[src/rtl/alu_dispatcher_if.sv]
// Decode-side request, ALU control/response and writeback signals of alu_dispatcher.
// The slave modport is the dispatcher; the master modport is its surroundings.
interface alu_dispatcher_if #(
    parameter int unsigned OPERAND_WIDTH    = 64,
    parameter int unsigned OPCODE_ALU_WIDTH = 4,
    parameter int unsigned RD_WIDTH         = 5
);
    logic                        in_valid;
    logic                        in_ready;
    logic [OPCODE_ALU_WIDTH-1:0] in_op;
    logic [OPERAND_WIDTH-1:0]    in_a;
    logic [OPERAND_WIDTH-1:0]    in_b;
    logic [RD_WIDTH-1:0]         in_rd;

    logic [OPERAND_WIDTH-1:0]    alu_operand_1;
    logic [OPERAND_WIDTH-1:0]    alu_operand_2;
    logic [OPCODE_ALU_WIDTH-1:0] alu_op_code;
    logic                        alu_enable_comb;
    logic                        alu_enable_seq;
    logic                        alu_idle;
    logic [OPERAND_WIDTH-1:0]    alu_result_1cycle;
    logic [OPERAND_WIDTH-1:0]    alu_result_multi_cycle;

    logic                        wb_valid;
    logic                        wb_ready;
    logic [OPERAND_WIDTH-1:0]    wb_data;
    logic [RD_WIDTH-1:0]         wb_rd;
    logic                        wb_error;

    modport master (
        output in_valid, in_op, in_a, in_b, in_rd,
        input  in_ready,
        input  alu_operand_1, alu_operand_2, alu_op_code, alu_enable_comb, alu_enable_seq,
        output alu_idle, alu_result_1cycle, alu_result_multi_cycle,
        input  wb_valid, wb_data, wb_rd, wb_error,
        output wb_ready
    );

    modport slave (
        input  in_valid, in_op, in_a, in_b, in_rd,
        output in_ready,
        output alu_operand_1, alu_operand_2, alu_op_code, alu_enable_comb, alu_enable_seq,
        input  alu_idle, alu_result_1cycle, alu_result_multi_cycle,
        output wb_valid, wb_data, wb_rd, wb_error,
        input  wb_ready
    );
endinterface

[src/rtl/alu_dispatcher.sv]
// Issues one decoded ALU op at a time to a single-cycle or multi-cycle ALU path
// and holds the result (or an error) on a valid/ready writeback port.
module alu_dispatcher #(
    parameter int unsigned OPERAND_WIDTH    = 64,
    parameter int unsigned OPCODE_ALU_WIDTH = 4,
    parameter int unsigned RD_WIDTH         = 5,
    parameter int unsigned TIMEOUT_CYCLES   = 256,
    parameter int unsigned ADD_ALU_ENCODE   = 0,
    parameter int unsigned SUB_ALU_ENCODE   = 1,
    parameter int unsigned SLT_ALU_ENCODE   = 2,
    parameter int unsigned AND_ALU_ENCODE   = 3,
    parameter int unsigned XOR_ALU_ENCODE   = 4,
    parameter int unsigned OR_ALU_ENCODE    = 5,
    parameter int unsigned SRL_ALU_ENCODE   = 6,
    parameter int unsigned SLL_ALU_ENCODE   = 7,
    parameter int unsigned MUL_ALU_ENCODE   = 8
) (
    input  logic            clk,
    input  logic            rst_n,
    alu_dispatcher_if.slave bus
);
    localparam int unsigned CNT_W = (TIMEOUT_CYCLES > 2) ? $clog2(TIMEOUT_CYCLES) : 1;
    localparam logic [CNT_W-1:0] CNT_LAST = CNT_W'(TIMEOUT_CYCLES - 1);

    typedef enum logic [1:0] {
        S_IDLE,
        S_COMB,
        S_SEQ_WAIT,
        S_WB
    } state_t;

    typedef logic [OPCODE_ALU_WIDTH-1:0] opcode_t;
    typedef logic [OPERAND_WIDTH-1:0]    operand_t;
    typedef logic [RD_WIDTH-1:0]         rd_t;

    function automatic logic is_seq_op(input opcode_t op);
        return (op == OPCODE_ALU_WIDTH'(SLL_ALU_ENCODE)) ||
               (op == OPCODE_ALU_WIDTH'(SRL_ALU_ENCODE)) ||
               (op == OPCODE_ALU_WIDTH'(MUL_ALU_ENCODE));
    endfunction

    function automatic logic is_comb_op(input opcode_t op);
        return (op == OPCODE_ALU_WIDTH'(ADD_ALU_ENCODE)) ||
               (op == OPCODE_ALU_WIDTH'(SUB_ALU_ENCODE)) ||
               (op == OPCODE_ALU_WIDTH'(SLT_ALU_ENCODE)) ||
               (op == OPCODE_ALU_WIDTH'(AND_ALU_ENCODE)) ||
               (op == OPCODE_ALU_WIDTH'(XOR_ALU_ENCODE)) ||
               (op == OPCODE_ALU_WIDTH'(OR_ALU_ENCODE));
    endfunction

    state_t     state_q,    state_d;
    logic       in_ready_q, in_ready_d;
    operand_t   op1_q,      op1_d;
    operand_t   op2_q,      op2_d;
    opcode_t    opc_q,      opc_d;
    logic       en_comb_q,  en_comb_d;
    logic       en_seq_q,   en_seq_d;
    logic       wb_valid_q, wb_valid_d;
    operand_t   wb_data_q,  wb_data_d;
    rd_t        wb_rd_q,    wb_rd_d;
    logic       wb_error_q, wb_error_d;
    rd_t        rd_q,       rd_d;
    logic [CNT_W-1:0] cnt_q, cnt_d;
    logic       seen_busy_q, seen_busy_d;
    logic       seq_done;

    // State and registered outputs.
    always_ff @(posedge clk or negedge rst_n) begin
        if (!rst_n) begin
            state_q     <= S_IDLE;
            in_ready_q  <= 1'b1;
            op1_q       <= '0;
            op2_q       <= '0;
            opc_q       <= '0;
            en_comb_q   <= 1'b0;
            en_seq_q    <= 1'b0;
            wb_valid_q  <= 1'b0;
            wb_data_q   <= '0;
            wb_rd_q     <= '0;
            wb_error_q  <= 1'b0;
            rd_q        <= '0;
            cnt_q       <= '0;
            seen_busy_q <= 1'b0;
        end else begin
            state_q     <= state_d;
            in_ready_q  <= in_ready_d;
            op1_q       <= op1_d;
            op2_q       <= op2_d;
            opc_q       <= opc_d;
            en_comb_q   <= en_comb_d;
            en_seq_q    <= en_seq_d;
            wb_valid_q  <= wb_valid_d;
            wb_data_q   <= wb_data_d;
            wb_rd_q     <= wb_rd_d;
            wb_error_q  <= wb_error_d;
            rd_q        <= rd_d;
            cnt_q       <= cnt_d;
            seen_busy_q <= seen_busy_d;
        end
    end

    // Next state and next values of every registered output.
    always_comb begin
        state_d     = state_q;
        op1_d       = op1_q;
        op2_d       = op2_q;
        opc_d       = opc_q;
        en_comb_d   = en_comb_q;
        en_seq_d    = en_seq_q;
        wb_valid_d  = wb_valid_q;
        wb_data_d   = wb_data_q;
        wb_rd_d     = wb_rd_q;
        wb_error_d  = wb_error_q;
        rd_d        = rd_q;
        cnt_d       = cnt_q;
        seen_busy_d = seen_busy_q;
        seq_done    = seen_busy_q && bus.alu_idle;

        case (state_q)
            S_IDLE: begin
                if (bus.in_valid && in_ready_q) begin
                    rd_d = bus.in_rd;
                    if (is_seq_op(bus.in_op)) begin
                        state_d     = S_SEQ_WAIT;
                        op1_d       = bus.in_a;
                        op2_d       = bus.in_b;
                        opc_d       = bus.in_op;
                        en_seq_d    = 1'b1;
                        cnt_d       = '0;
                        seen_busy_d = 1'b0;
                    end else if (is_comb_op(bus.in_op)) begin
                        state_d   = S_COMB;
                        op1_d     = bus.in_a;
                        op2_d     = bus.in_b;
                        opc_d     = bus.in_op;
                        en_comb_d = 1'b1;
                    end else begin
                        state_d    = S_WB;
                        wb_valid_d = 1'b1;
                        wb_data_d  = '0;
                        wb_error_d = 1'b1;
                        wb_rd_d    = bus.in_rd;
                    end
                end
            end

            S_COMB: begin
                state_d    = S_WB;
                en_comb_d  = 1'b0;
                op1_d      = '0;
                op2_d      = '0;
                opc_d      = '0;
                wb_valid_d = 1'b1;
                wb_data_d  = bus.alu_result_1cycle;
                wb_error_d = 1'b0;
                wb_rd_d    = rd_q;
            end

            // Completion needs a busy phase first so a stale idle cannot end the op early.
            S_SEQ_WAIT: begin
                if (!bus.alu_idle) begin
                    seen_busy_d = 1'b1;
                end
                if (seq_done || (cnt_q == CNT_LAST)) begin
                    state_d    = S_WB;
                    en_seq_d   = 1'b0;
                    op1_d      = '0;
                    op2_d      = '0;
                    opc_d      = '0;
                    wb_valid_d = 1'b1;
                    wb_data_d  = seq_done ? bus.alu_result_multi_cycle : '0;
                    wb_error_d = !seq_done;
                    wb_rd_d    = rd_q;
                end else begin
                    cnt_d = cnt_q + CNT_W'(1);
                end
            end

            S_WB: begin
                if (bus.wb_ready) begin
                    state_d    = S_IDLE;
                    wb_valid_d = 1'b0;
                end
            end

            default: begin
                state_d = S_IDLE;
            end
        endcase

        in_ready_d = (state_d == S_IDLE);
    end

    assign bus.in_ready        = in_ready_q;
    assign bus.alu_operand_1   = op1_q;
    assign bus.alu_operand_2   = op2_q;
    assign bus.alu_op_code     = opc_q;
    assign bus.alu_enable_comb = en_comb_q;
    assign bus.alu_enable_seq  = en_seq_q;
    assign bus.wb_valid        = wb_valid_q;
    assign bus.wb_data         = wb_data_q;
    assign bus.wb_rd           = wb_rd_q;
    assign bus.wb_error        = wb_error_q;

endmodule

[src/flat_wrapper.sv]
// flat-port wrapper written by rule: the top's interface ports become plain ports
module alu_dispatcher_flat 
#(
    parameter int unsigned OPERAND_WIDTH    = 64,
    parameter int unsigned OPCODE_ALU_WIDTH = 4,
    parameter int unsigned RD_WIDTH         = 5,
    parameter int unsigned TIMEOUT_CYCLES   = 256,
    parameter int unsigned ADD_ALU_ENCODE   = 0,
    parameter int unsigned SUB_ALU_ENCODE   = 1,
    parameter int unsigned SLT_ALU_ENCODE   = 2,
    parameter int unsigned AND_ALU_ENCODE   = 3,
    parameter int unsigned XOR_ALU_ENCODE   = 4,
    parameter int unsigned OR_ALU_ENCODE    = 5,
    parameter int unsigned SRL_ALU_ENCODE   = 6,
    parameter int unsigned SLL_ALU_ENCODE   = 7,
    parameter int unsigned MUL_ALU_ENCODE   = 8
)
  (clk, rst_n, bus_in_valid, bus_in_op, bus_in_a, bus_in_b, bus_in_rd, bus_in_ready, bus_alu_operand_1, bus_alu_operand_2, bus_alu_op_code, bus_alu_enable_comb, bus_alu_enable_seq, bus_alu_idle, bus_alu_result_1cycle, bus_alu_result_multi_cycle, bus_wb_valid, bus_wb_data, bus_wb_rd, bus_wb_error, bus_wb_ready);
  alu_dispatcher_if #(.OPERAND_WIDTH(OPERAND_WIDTH), .OPCODE_ALU_WIDTH(OPCODE_ALU_WIDTH), .RD_WIDTH(RD_WIDTH)) bus_i ();
  input  logic clk;
  input  logic rst_n;
  input wire logic [$bits(bus_i.in_valid)-1:0] bus_in_valid;
  input wire logic [$bits(bus_i.in_op)-1:0] bus_in_op;
  input wire logic [$bits(bus_i.in_a)-1:0] bus_in_a;
  input wire logic [$bits(bus_i.in_b)-1:0] bus_in_b;
  input wire logic [$bits(bus_i.in_rd)-1:0] bus_in_rd;
  output wire logic [$bits(bus_i.in_ready)-1:0] bus_in_ready;
  output wire logic [$bits(bus_i.alu_operand_1)-1:0] bus_alu_operand_1;
  output wire logic [$bits(bus_i.alu_operand_2)-1:0] bus_alu_operand_2;
  output wire logic [$bits(bus_i.alu_op_code)-1:0] bus_alu_op_code;
  output wire logic [$bits(bus_i.alu_enable_comb)-1:0] bus_alu_enable_comb;
  output wire logic [$bits(bus_i.alu_enable_seq)-1:0] bus_alu_enable_seq;
  input wire logic [$bits(bus_i.alu_idle)-1:0] bus_alu_idle;
  input wire logic [$bits(bus_i.alu_result_1cycle)-1:0] bus_alu_result_1cycle;
  input wire logic [$bits(bus_i.alu_result_multi_cycle)-1:0] bus_alu_result_multi_cycle;
  output wire logic [$bits(bus_i.wb_valid)-1:0] bus_wb_valid;
  output wire logic [$bits(bus_i.wb_data)-1:0] bus_wb_data;
  output wire logic [$bits(bus_i.wb_rd)-1:0] bus_wb_rd;
  output wire logic [$bits(bus_i.wb_error)-1:0] bus_wb_error;
  input wire logic [$bits(bus_i.wb_ready)-1:0] bus_wb_ready;
  assign bus_i.in_valid = bus_in_valid;
  assign bus_i.in_op = bus_in_op;
  assign bus_i.in_a = bus_in_a;
  assign bus_i.in_b = bus_in_b;
  assign bus_i.in_rd = bus_in_rd;
  assign bus_in_ready = bus_i.in_ready;
  assign bus_alu_operand_1 = bus_i.alu_operand_1;
  assign bus_alu_operand_2 = bus_i.alu_operand_2;
  assign bus_alu_op_code = bus_i.alu_op_code;
  assign bus_alu_enable_comb = bus_i.alu_enable_comb;
  assign bus_alu_enable_seq = bus_i.alu_enable_seq;
  assign bus_i.alu_idle = bus_alu_idle;
  assign bus_i.alu_result_1cycle = bus_alu_result_1cycle;
  assign bus_i.alu_result_multi_cycle = bus_alu_result_multi_cycle;
  assign bus_wb_valid = bus_i.wb_valid;
  assign bus_wb_data = bus_i.wb_data;
  assign bus_wb_rd = bus_i.wb_rd;
  assign bus_wb_error = bus_i.wb_error;
  assign bus_i.wb_ready = bus_wb_ready;
  alu_dispatcher #(.OPERAND_WIDTH(OPERAND_WIDTH), .OPCODE_ALU_WIDTH(OPCODE_ALU_WIDTH), .RD_WIDTH(RD_WIDTH), .TIMEOUT_CYCLES(TIMEOUT_CYCLES), .ADD_ALU_ENCODE(ADD_ALU_ENCODE), .SUB_ALU_ENCODE(SUB_ALU_ENCODE), .SLT_ALU_ENCODE(SLT_ALU_ENCODE), .AND_ALU_ENCODE(AND_ALU_ENCODE), .XOR_ALU_ENCODE(XOR_ALU_ENCODE), .OR_ALU_ENCODE(OR_ALU_ENCODE), .SRL_ALU_ENCODE(SRL_ALU_ENCODE), .SLL_ALU_ENCODE(SLL_ALU_ENCODE), .MUL_ALU_ENCODE(MUL_ALU_ENCODE)) u_core (.clk(clk), .rst_n(rst_n), .bus(bus_i));
endmodule
[config.mk]
export PLATFORM = sky130hd
export DESIGN_NAME = alu_dispatcher_flat
export DESIGN_NICKNAME = d
export VERILOG_FILES = /design/src/rtl/alu_dispatcher_if.sv /design/src/rtl/alu_dispatcher.sv /design/src/flat_wrapper.sv
export SDC_FILE = /design/constraint.sdc
export NUM_CORES = 1
export LEC_CHECK = 0
export BUFFER_PORTS_ARGS = -buffer_cell sky130_fd_sc_hd__clkbuf_2
export CORE_AREA = 4 4 185 187
export CTS_CLUSTER_SIZE = 28
export DETAILED_ROUTE_END_ITERATION = 10
export DIE_AREA = 0 0 189 191
export SLEW_MARGIN = 5
export SYNTH_ARGS = -nofsm -noshare
export SYNTH_HDL_FRONTEND = slang
export SYNTH_SLANG_ARGS = --single-unit
[constraint.sdc]
create_clock -name clk -period 2.75 [get_ports clk]
set_input_delay 0.6875 -clock clk [delete_from_list [all_inputs] [get_ports clk]]
set_output_delay 0.6875 -clock clk [all_outputs]
set_load 0.02 [all_outputs]
==> flow_metrics.env <==
export IMPL_fp_dieW_um=189
export IMPL_crit_chain="inv_1 -> ha_1 -> buf_4 -> and3_2 -> a31oi_4 -> o21ai_2 -> or4_1 -> nand3_1"
export IMPL_drtAntennaViolNets=0
export IMPL_boundaryPins=476
export IMPL_synth_most_common_cell="nand2_1"
export IMPL_nNetsFinal=1792
export IMPL_ir_drop_v=0.000495
export IMPL_p_seq_frac=0.308
export IMPL_ys_seq_area_frac=0.556
export IMPL_cts_tree="done"
export IMPL_setup_tns_ns=0
export IMPL_instances_no_fill=1974
export IMPL_path_clk_slew_ns=0.06
export IMPL_hold_viol=0
export IMPL_yosysWarningCount=0
export IMPL_synthArstFlopShare=1.00
export IMPL_switchingPower_mw=7.69
export IMPL_finalSetupViolCount=0
export IMPL_core_area_um2=32500
export IMPL_yosysTopAreaCell="dfrtp_1"
export IMPL_synth_edf_count=0
export IMPL_required_ns=3.20
export IMPL_whs_ns=0.137
export IMPL_initial_core_util=0.308
export IMPL_fin_util=0.425
export IMPL_place_ws_ns=0.353
export IMPL_first_pass_iters=5
export IMPL_finalPower_mw=17.5
export IMPL_yosys_top_cells_area="dfrtp_1, nand2_1, o21ai_0"
export IMPL_outcome="finished clean"
export IMPL_worst_slack_ns=0.534
export IMPL_cts_resized=0
export IMPL_synth_common_cells="nand2_1, dfrtp_1, o21ai_0"
export IMPL_rsz0062_at_grt="no"
export IMPL_synthCells=1066
export IMPL_avgSynthCellArea_um2=9.37
export IMPL_worstPathMaxFanout=10
export IMPL_routed_via_density=4.51
export IMPL_critPathLaunchType="flop"
export IMPL_p_leak_nw=6.98
export IMPL_gr_total_overflow=0
export IMPL_final_area_um2=13800
export IMPL_synth_distinct_cells=43
export IMPL_clk_latency_ns=0.52
export IMPL_crit_path_top_delay_cell="or4_1"
export IMPL_grt_pass1_wl_mm=48.5
export IMPL_clockPowerShare=0.184
export IMPL_p_comb_frac=0.508
export IMPL_reg2reg_from="u_core.state_q[0]"
export IMPL_grt_max_degree=78
export IMPL_ys_seq_elements=222
export IMPL_p_sw_frac=0.440
export IMPL_synth_top_area_share=0.554
export IMPL_place_congestion=0.776
export IMPL_reg2reg_depth=8
export IMPL_slew_headroom=0.607
export IMPL_die_area_um2=36100
export IMPL_synth_flop_cell="dfrtp_1"
export IMPL_dp_hpwl_mm=24.6
export IMPL_grt_pass1_vias=8820
export IMPL_tightest_slew_ns=0.590
export IMPL_synthesis_area_um2=9990
export IMPL_end_kind="flop"
export IMPL_power_density_nw_per_um2=1270
export IMPL_syn2layout_area_growth_pct=38.1
export IMPL_path_class="flop to flop"
export IMPL_fin_crit_ns=2.22
export IMPL_r2r_end="u_core.cnt_q[6]"
export IMPL_rows=66
export IMPL_numCtsBuffers=24
export IMPL_drt_total_wl_mm=31.4
export IMPL_slew_viol_final=0
export IMPL_drtIter0Drc=232
export IMPL_maxClockFrequency_ghz=0.451
export IMPL_power_internal_mw=9.78
export IMPL_clkSinkCount=222
export IMPL_remaining_drc_errors=0
export IMPL_antenna_found_initial=1
export IMPL_cts_root_buf="clkbuf_16"
export IMPL_hold_buffers=0
export IMPL_synthesis_nets=1343
export IMPL_cts_buffer_depth=3
export IMPL_clock_skew_ns=0.0144
export IMPL_avgRoutedWirePerCell_um=15.9
export IMPL_port_buffer_count=475
export IMPL_cts_setup_buffers=0
export IMPL_dp_cells=1931
export IMPL_cpPeakStageDelay_ns=0.49
export IMPL_htreeDepth=1
export IMPL_die_y_um=191
export IMPL_vias=8912
export IMPL_r2r_setup_slack_ns=0.53
export IMPL_drv_cap=0
export IMPL_place_area_um2=13000
export IMPL_track_usage=0.165
export IMPL_finalCritPeriodShare=0.806
export IMPL_cp_arrival_ns=2.67
export IMPL_drive_gt1_frac=0.366
export IMPL_min_path_type="input pin to async pin"
kinds of logic after synthesis:
group | count (synthesis) | synth area share
simple gates | 443 | 0.207
fa+ha+maj | 7 | 0.00877
flops | 222 | 0.556
compound gates | 295 | 0.180
buf+inv | 85 | 0.0337
mux | 11 | 0.0118
xor+xnor | 3 | 0.00263
metal layers:
layer  vias up  track usage  routed length [µm]
li1       4461            -                   -
met1      4068        0.206               12900
met2       343        0.298               15800
met3        40       0.0309                2130
met4         0       0.0398                 559
met5         -            0                   0
cells in the final DEF, fill, tap and decap left out, drive strengths merged, types with 3 or more instances in the layout:
cell type  netlist  routed
clkbuf          65     509
nand2          279     279
dfrtp          221     221
o21ai          207     207
nand2b         130     130
a22o            65      65
buf             17      31
nor2            10      10
ha               7       7
mux2             6       6
a21oi            6       6
mux2i            5       5
clkinv           0       5
and3             5       5
nand3b           4       4
o211ai           4       4
inv              3       3
nor2b            3       3
xor2             3       3
nand3            3       3
registers in the layout, summed over array words and instances, names as in the netlist:
name and count:
u_core.bus.alu_enable_seq 1, u_core.bus.alu_operand_2 64, u_core.bus.wb_valid 1, u_core.bus.alu_op_code 4, u_core.cnt_q 8, u_core.bus.in_ready 1
u_core.bus.alu_enable_comb 1, u_core.state_q 2, u_core.bus.wb_data 64, u_core.seen_busy_q 1, u_core.bus.wb_error 1, u_core.bus.alu_operand_1 64
u_core.rd_q 5, u_core.bus.wb_rd 5
worst max-delay path, delay by kind of cell, from the launching register on:
family                   cells  cell delay, ns
adder cells (fa/ha/maj)      1            0.23
AO/OA/AOI/OAI                2            0.36
AND/OR/NAND/NOR              3            0.82
flip-flops                   1            0.42
buffers and inverters        2            0.32
worst max path at each step:
stage,start,end,slack [ns],depth (start not counted)
final,u_core.state_q[0],u_core.cnt_q[6],0.53,8
after floorplan,bus_in_op[0],u_core.cnt_q[6],0.57,5
after detailed placement,bus_in_op[0],u_core.cnt_q[6],0.35,6
after global placement,bus_in_op[0],u_core.cnt_q[6],0.38,6
after CTS,u_core.state_q[0],u_core.bus.alu_operand_1[60],0.52,8
after global routing,u_core.state_q[0],u_core.bus.alu_operand_2[12],0.33,9
cell type report:
| cell class | instances | area (µm²) |
|---|---|---|
| fill | 3290 | 18700 |
| sequential | 222 | 5560 |
| multi-input combinational | 759 | 4110 |
| timing repair buffer | 505 | 2760 |
| clock buffer | 35 | 733 |
| tap | 442 | 553 |
| clock inverter | 7 | 62.6 |
| inverter | 3 | 11.3 |
| antenna | 1 | 2.50 |
power by group through the flow:
stage / clock, mW / combinational (mW) / sequential (mW)
2_1_floorplan: 0 / 4.29 / 6.80
3_3_place_gp: 0 / 8.95 / 5.38
3_5_place_dp: 0 / 9.08 / 5.44
4_1_cts: 3.34 / 9.08 / 5.40
5_1_grt: 3.48 / 9.83 / 5.56
6_report: 3.22 / 8.88 / 5.38
(Power assumes the default switching activity.)
